<file path="src/rtl/jtpang_busarb_if.sv">
// Shared-RAM bus bundle between the CPU side, the object-engine DMA and the arbiter.
// The arbiter connects through the slave modport; the CPU/DMA environment uses master.
interface jtpang_busarb_if #(
  parameter int LENW = 10
);
  logic            cpu_cen;
  logic            busrq;
  logic            busak_n;
  logic            cpu_mreq_n;
  logic            cpu_hold;
  logic [11:0]     cpu_addr;
  logic            cpu_wr_n;
  logic [8:0]      dma_addr;
  logic            dma_sel;
  logic [11:0]     mem_addr;
  logic            mem_wr_n;
  logic [LENW-1:0] dma_len;

  modport slave (
    input  cpu_cen, busrq, cpu_mreq_n, cpu_addr, cpu_wr_n, dma_addr,
    output busak_n, cpu_hold, dma_sel, mem_addr, mem_wr_n, dma_len
  );

  modport master (
    output cpu_cen, busrq, cpu_mreq_n, cpu_addr, cpu_wr_n, dma_addr,
    input  busak_n, cpu_hold, dma_sel, mem_addr, mem_wr_n, dma_len
  );
endinterface

</file>
<file path="src/rtl/jtpang_busarb.sv">
// Arbiter handing the shared RAM between the CPU and the object-engine DMA.
// The CPU is frozen through cpu_hold before the DMA is acknowledged, and the grant length is measured.
module jtpang_busarb #(
  parameter logic [11:0] DMA_BASE = 12'hE00,
  parameter int          LENW     = 10
) (
  input  logic                  rst,
  input  logic                  clk,
  jtpang_busarb_if.slave        bus,
  output logic [1:0]            dbg_state
);

  // Encoding is exported on dbg_state: 0 IDLE, 1 HOLD, 2 GRANT, 3 REL.
  typedef enum logic [1:0] {
    IDLE  = 2'd0,
    HOLD  = 2'd1,
    GRANT = 2'd2,
    REL   = 2'd3
  } state_e;

  state_e          state_q, state_d;
  logic            busak_n_q, busak_n_d;
  logic            cpu_hold_q, cpu_hold_d;
  logic            dma_sel_q, dma_sel_d;
  logic [LENW-1:0] cnt_q, cnt_d;
  logic [LENW-1:0] dma_len_q, dma_len_d;
  logic [LENW-1:0] cnt_inc;

  always_comb begin
    state_d    = state_q;
    busak_n_d  = busak_n_q;
    cpu_hold_d = cpu_hold_q;
    dma_sel_d  = dma_sel_q;
    cnt_d      = cnt_q;
    dma_len_d  = dma_len_q;
    cnt_inc    = (cnt_q == '1) ? cnt_q : cnt_q + 1'b1;

    if (bus.cpu_cen) begin
      case (state_q)
        // Only request the bus between CPU memory cycles.
        IDLE:    if (bus.busrq && bus.cpu_mreq_n) state_d = HOLD;
        HOLD:    state_d = bus.busrq ? GRANT : IDLE;
        GRANT:   if (!bus.busrq) state_d = REL;
        REL:     state_d = IDLE;
        default: state_d = IDLE;
      endcase

      busak_n_d  = (state_d != GRANT);
      cpu_hold_d = (state_d != IDLE);
      dma_sel_d  = (state_d == GRANT);

      // The counter records every tick the FSM spends in GRANT, including the releasing one.
      if (state_q == GRANT)      cnt_d = cnt_inc;
      else if (state_d == GRANT) cnt_d = '0;

      if (state_q == GRANT && state_d == REL) dma_len_d = cnt_inc;
    end
  end

  always_ff @(posedge clk) begin
    if (rst) begin
      state_q    <= IDLE;
      busak_n_q  <= 1'b1;
      cpu_hold_q <= 1'b0;
      dma_sel_q  <= 1'b0;
      cnt_q      <= '0;
      dma_len_q  <= '0;
    end else begin
      state_q    <= state_d;
      busak_n_q  <= busak_n_d;
      cpu_hold_q <= cpu_hold_d;
      dma_sel_q  <= dma_sel_d;
      cnt_q      <= cnt_d;
      dma_len_q  <= dma_len_d;
    end
  end

  assign bus.busak_n  = busak_n_q;
  assign bus.cpu_hold = cpu_hold_q;
  assign bus.dma_sel  = dma_sel_q;
  assign bus.dma_len  = dma_len_q;
  // DMA only reads, so the RAM write strobe is forced inactive while it owns the bus.
  assign bus.mem_addr = dma_sel_q ? {DMA_BASE[11:9], bus.dma_addr} : bus.cpu_addr;
  assign bus.mem_wr_n = dma_sel_q ? 1'b1 : bus.cpu_wr_n;
  assign dbg_state    = state_q;

endmodule
</file>
<file path="src/flat_wrapper.sv">
// flat-port wrapper written by rule: the top's interface ports become plain ports
module jtpang_busarb_flat 
#(
  parameter logic [11:0] DMA_BASE = 12'hE00,
  parameter int          LENW     = 10
)
  (rst, clk, dbg_state, bus_cpu_cen, bus_busrq, bus_cpu_mreq_n, bus_cpu_addr, bus_cpu_wr_n, bus_dma_addr, bus_busak_n, bus_cpu_hold, bus_dma_sel, bus_mem_addr, bus_mem_wr_n, bus_dma_len);
  jtpang_busarb_if #(.LENW(LENW)) bus_i ();
  input  logic rst;
  input  logic clk;
  output logic [1:0] dbg_state;
  input wire logic [$bits(bus_i.cpu_cen)-1:0] bus_cpu_cen;
  input wire logic [$bits(bus_i.busrq)-1:0] bus_busrq;
  input wire logic [$bits(bus_i.cpu_mreq_n)-1:0] bus_cpu_mreq_n;
  input wire logic [$bits(bus_i.cpu_addr)-1:0] bus_cpu_addr;
  input wire logic [$bits(bus_i.cpu_wr_n)-1:0] bus_cpu_wr_n;
  input wire logic [$bits(bus_i.dma_addr)-1:0] bus_dma_addr;
  output wire logic [$bits(bus_i.busak_n)-1:0] bus_busak_n;
  output wire logic [$bits(bus_i.cpu_hold)-1:0] bus_cpu_hold;
  output wire logic [$bits(bus_i.dma_sel)-1:0] bus_dma_sel;
  output wire logic [$bits(bus_i.mem_addr)-1:0] bus_mem_addr;
  output wire logic [$bits(bus_i.mem_wr_n)-1:0] bus_mem_wr_n;
  output wire logic [$bits(bus_i.dma_len)-1:0] bus_dma_len;
  assign bus_i.cpu_cen = bus_cpu_cen;
  assign bus_i.busrq = bus_busrq;
  assign bus_i.cpu_mreq_n = bus_cpu_mreq_n;
  assign bus_i.cpu_addr = bus_cpu_addr;
  assign bus_i.cpu_wr_n = bus_cpu_wr_n;
  assign bus_i.dma_addr = bus_dma_addr;
  assign bus_busak_n = bus_i.busak_n;
  assign bus_cpu_hold = bus_i.cpu_hold;
  assign bus_dma_sel = bus_i.dma_sel;
  assign bus_mem_addr = bus_i.mem_addr;
  assign bus_mem_wr_n = bus_i.mem_wr_n;
  assign bus_dma_len = bus_i.dma_len;
  jtpang_busarb #(.DMA_BASE(DMA_BASE), .LENW(LENW)) u_core (.rst(rst), .clk(clk), .bus(bus_i), .dbg_state(dbg_state));
endmodule
</file>
<file path="config.mk">
export PLATFORM = sky130hd
export DESIGN_NAME = jtpang_busarb_flat
export DESIGN_NICKNAME = d
export VERILOG_FILES = /design/src/rtl/jtpang_busarb_if.sv /design/src/rtl/jtpang_busarb.sv /design/src/flat_wrapper.sv
export SDC_FILE = /design/constraint.sdc
export NUM_CORES = 1
export LEC_CHECK = 0
export CAP_MARGIN = 20
export CORE_MARGIN = 2
export CORE_UTILIZATION = 39
export DETAILED_ROUTE_END_ITERATION = 7
export PLACE_DENSITY = 0.73
export SLEW_MARGIN = 20
export SYNTH_ARGS = -nofsm -noshare
export SYNTH_HDL_FRONTEND = slang
export SYNTH_SLANG_ARGS = --single-unit
</file>
<file path="constraint.sdc">
create_clock -name clk -period 2.1 [get_ports clk]
set_input_delay 0.42 -clock clk [delete_from_list [all_inputs] [get_ports clk]]
set_output_delay 0.42 -clock clk [all_outputs]
set_load 0.02 [all_outputs]
</file>
======== Yosys cells after proc, flatten, opt, wreduce, memory -nomap -nowiden ========
Index checks and enable logic that the tools add are counted.
operators by class
  equal/unequal tests ..................... 7
  muxes and demuxes ....................... 10
  bitwise logic cells ..................... 0
  divide/modulo/power cells ............... 0
  reduce and logical (&&, ||, !) cells .... 7
  $lt $le $gt $ge ......................... 0
  multiply operators ...................... 0
  $add $sub $neg .......................... 1
  shift operators ......................... 0
operator list
  operator                                        count
  2-to-1 mux 10 bit                               3
  2-to-1 mux 12 bit                               1
  adder 10 x 1 -> 10 bit (second input constant)  1
  == test 10 bit (second input constant)          1
  == test 2 bit (second input constant)           4
  2-to-1 mux 2 bit                                4
  one-hot mux 2 bit (4 select lines)              1
  AND reduction 2 bit                             2
  nonzero test 2 bit                              2
  == test 2 x 1 -> 1 bit (second input constant)  1
  logical AND 1 bit                               2
  zero test 2 bit                                 1
  inequality test 2 bit (second input constant)   1
  2-to-1 mux 1 bit                                1
word-level totals
  bits in latches ......................... 0
  bits of input ports ..................... 27
  memories ................................ 0
  bits in writable memories ............... 0
  register bits ........................... 25
  word-level logic and storage cells ...... 31
  output and inout bits ................... 28
  memory bits (read-only) ................. 0

======== Longest topological paths before layout ========
  word-level depth ........................ 7
  mapped depth ............................ 6
  depth with buffers taken out ............ 5

======== Worst setup path after synthesis ========
Ideal clock, no wire load.
  path type ............................... reg-to-reg
  start point ............................. reg u_core.cnt_q[0]
  end point ............................... reg u_core.dma_len_q[5], in the netlist u_core.bus.dma_len[5]
  setup time .............................. 0.091 ns
  cell stages (with the launch flop) ...... 6
  path buffers ............................ 0
  data required time ...................... 2.009 ns
  arrival time ............................ 1.663 ns
  period minus slack after synthesis ...... 1.754 ns
  slack ................................... 0.346 ns
  cell sequence ........................... dfxtp_1 ha_1 nand3_1 nor3_1 or4_2 a311oi_1
between the ends
  cells in the longest elaborated chain, start to end .. 2
  elaborated cells on any way between the ends .. 3
  those cells by class .................... add/sub: 1; eq/ne: 1; mux: 1
RTL lines
  what                                                      line                 source
  start, declared                                           jtpang_busarb.sv:25  logic [LENW-1:0] cnt_q, cnt_d;
  start signal, assigned                                    jtpang_busarb.sv:73  cnt_q <= cnt_d;
  adder 10 x 1 -> 10 bit or == test 10 bit (tied branches)  jtpang_busarb.sv:36  cnt_inc = (cnt_q == '1) ? cnt_q : cnt_q + 1'b1;
  2-to-1 mux 10 bit (*)                                     jtpang_busarb.sv:36
  end signal, assigned                                      jtpang_busarb.sv:74  dma_len_q <= dma_len_d;
  end, declared                                             jtpang_busarb.sv:26  logic [LENW-1:0] dma_len_q, dma_len_d;
Mark *: on every way between the ends. The rest lies on a longest branch, timed or not.
A chain may end at the register's enable or synchronous reset.

======== Worst setup path in the final report ========
  start point ............................. in bus_cpu_wr_n
  end point ............................... out bus_mem_wr_n
between the ends
  cells in the longest elaborated chain, start to end .. 1
RTL lines
  what              line                 source
  start, declared   flat_wrapper.sv:16   input wire logic [$bits(bus_i.cpu_wr_n)-1:0] bus_cpu_wr_n;
  2-to-1 mux 1 bit  jtpang_busarb.sv:84  assign bus.mem_wr_n = dma_sel_q ? 1'b1 : bus.cpu_wr_n;
  end, declared     flat_wrapper.sv:22   output wire logic [$bits(bus_i.mem_wr_n)-1:0] bus_mem_wr_n;
Every way passes these cells.

==> impl_metrics.yaml <==
routing:
  drt_pass1_iterations: 4
  totalWireLength_um: 3950
  drc: 0
  drtAntennaViolNets: 0
  wl_per_cell_um: 14.6
  vias: 1438
  via_per_inst: 5.33
  drt_iter0_drc: 62
pwr:
  p_leak_nw: 0.768
  p_switching_mw: 0.221
  p_sw_share_pct: 25.6
  ir_drop_v: 0.000403
  combPwrFrac_pct: 18.3
  power_density_nw_per_um2: 409
  internal_power_mw: 0.644
  clkPwrFrac_pct: 25.9
  seqPwrFrac_pct: 55.7
critical_path:
  required_ns: 1.68
  cp.arrival_ns: 1.65
  start_kind: "primary input"
  endpoint_kind: "output port"
  critPathMaxFanout: 1
  crit_type: "in2out"
timing:
  fmax_mhz: 484
  rsz0062_at_grt: "no"
  final_hold_viol_count: 0
  tns_ns: 0
  slew_violations: 0
  min_period_over_period_pct: 98.3
  slew_headroom_pct: 68.8
  tightest_slew_ns: 0.465
  finalSetupViolCount: 0
  min_period_ns: 2.07
  skew_ns: 0.00395
global_routing:
  grt_first_pass_wirelength_um: 6500
  grt.overflow.total: 0
  antenna_found_initial: 0
  grt_max_degree: 30
  globalRouteTotalUtil_pct: 19.8
  grt_pass1_vias: 1370
floorplanning:
  core_area_um2: 3420
  fp.dieH_um: 64.5
  initial_core_util_pct: 41.8
  dieArea_um2: 4160
  die-width_um: 64.5
  ios: 55
  num_rows: 21
clock_network:
  cts_inserted_buffers: 3
  tritoncts: "built"
  cts_hold_buf: 0
  ctsLongestPathBuffers: 2
  h-tree-depth: 1
  clk_pin_slew_worst_paths_ns: 0.14
  cts-root-buf: "clkbuf_4"
  clk_latency_ns: 0.33
  cts_sinks: 25
cells_and_area:
  utilization_pct: 61.9
  drive_above_1_share_pct: 18.8
  multiInputGateArea_um2: 882
  nets: 253
  diodes: 0
  area_growth_pct: 48.1
  fillers: 315
  regArea_um2: 504
place:
  io_buffer_count: 54
  place_hpwl_um: 2960
  gp_congestion: 0.825
logic_synthesis:
  syn_avg_cell_area_um2: 8.71
  synth-seq-cells: 25
  synth_nets: 192
  async_reset_ff_share_pct: 0
  yosysUniqueCellTypes: 45
  syn_inst: 164
  synth_edf_count: 0
  yosysSeqAreaShare_pct: 35.0
  netlist_area_um2: 1430
  synth_ff_type: "dfxtp_1"
  yosysWarnings: 0
hold_path:
  hold_path_class: "reg2reg"
job:
  drv_cap: 0
run_status:
  outcome: "complete, no violations"
## cells by family after synthesis
group / share of synthesized area, %
adders and majority gates: 0.876
buffers and inverters: 3.59
AOI/OAI and AO/OA: 21.5
xor gates and xnor gates: 2.45
DFF: 35.0
and+or+nand+nor: 27.3
muxes: 9.19
## per-stage QoR
stage | worst slack (ns) | power (mW) | hold slack (ns) | area, um2 | std cells
after global routing | 0.0118 | 0.903 | 0.485 | 2120 | 270
final | 0.0348 | 0.865 | 0.457 | 2120 | 270
after CTS | 0.0372 | 0.873 | 0.461 | 2110 | 270
after floorplan | 0.346 | 0.560 | 0.491 | 1430 | 164
after global placement | 0.0563 | 0.654 | 0.442 | 2070 | 264
after detailed placement | 0.0487 | 0.656 | 0.444 | 2070 | 264
## per-layer routing
layer / up-vias / share of wire, % / GRT usage (%)
li1: 736 / - / -
met1: 678 / 45 / 24.8
met2: 22 / 52 / 34.6
met3: 2 / 2.5 / 4.34
met4: 0 / 0.68 / 4.79
met5: - / 0 / 0
## cell usage after synthesis (3+ instances only)
master     n  area share, %
nor2_1    10            2.6
mux2_2     9            7.1
nand2_1   10            2.6
a211oi_1   3            1.6
nand3b_1   7            3.7
dfxtp_1   25             35
or2_2      5            2.2
nand2b_1   6            2.6
clkbuf_1   9            2.4
o31ai_1    4            2.1
xor2_1     3            1.8
or4_2      3            1.8
nand3_1    7            2.5
o21ai_0    4            1.4
nor3_1     3            1.1
mux2i_1    3            2.1
a21oi_1   15            5.3
## area by class of cell
type	count	area share (%)
multi-input cells	126	41.7
repair buffers	67	30.0
flip-flops and latches	25	23.8
well taps	46	2.72
clock buffers	3	1.06
clock inverters	1	0.355
inverters	2	0.355
## final timing paths
path	start	endpoint	slack (ns)	cells past startpoint
setup / recovery	bus_cpu_wr_n	bus_mem_wr_n	0.03	3
hold / removal	u_core.bus.dma_len[4]$_SDFFE_PP0P_	u_core.bus.dma_len[4]$_SDFFE_PP0P_	0.46	2
setup reg to reg	u_core.cnt_q[1]$_SDFFE_PP0P_	u_core.cnt_q[8]$_SDFFE_PP0P_	0.27	6
hold reg to reg	u_core.bus.dma_len[4]$_SDFFE_PP0P_	u_core.bus.dma_len[4]$_SDFFE_PP0P_	0.46	2
## timing repair
action                     4_1_cts  5_1_grt
setup endpoints to repair       14        6
resized for setup                9        3
buffers inserted                 2        0
pin swaps                        0        0
## cell usage in the layout, fill, tap and decap left out, types with 3 or more instances in the layout
master and count:
clkdlybuf4s50_1 45, dfxtp_1 24, a21oi_1 15, buf_4 13
nand2_1 10, nor2_1 10, mux2_2 9, nand3b_1 7
nand3_1 7, dlygate4sd2_1 7, nand2b_1 6, or2_2 5
o31ai_1 4, o21ai_0 4, mux2i_1 3, xor2_1 3
a211oi_1 3, or4_2 3, clkbuf_4 3
## power groups by stage
stage | clock, mW | sequential [mW] | combinational, mW
5_1_grt | 0.251 | 0.483 | 0.168
4_1_cts | 0.231 | 0.482 | 0.159
3_5_place_dp | 0 | 0.494 | 0.163
6_report | 0.224 | 0.482 | 0.159
2_1_floorplan | 0 | 0.496 | 0.0646
3_3_place_gp | 0 | 0.494 | 0.160
## registers in the layout, summed over array words and instances, names as in the netlist
signal,count
u_core.bus.dma_sel,1
u_core.bus.dma_len,10
u_core.bus.cpu_hold,1
u_core.dbg_state,2
u_core.cnt_q,10
u_core.bus.busak_n,1
## critical path, cell delays in order
cell,delay (ns)
clkdlybuf4s50_1,0.41
or2_2,0.27
clkdlybuf4s50_1,0.54
(Power assumes the default switching activity.)
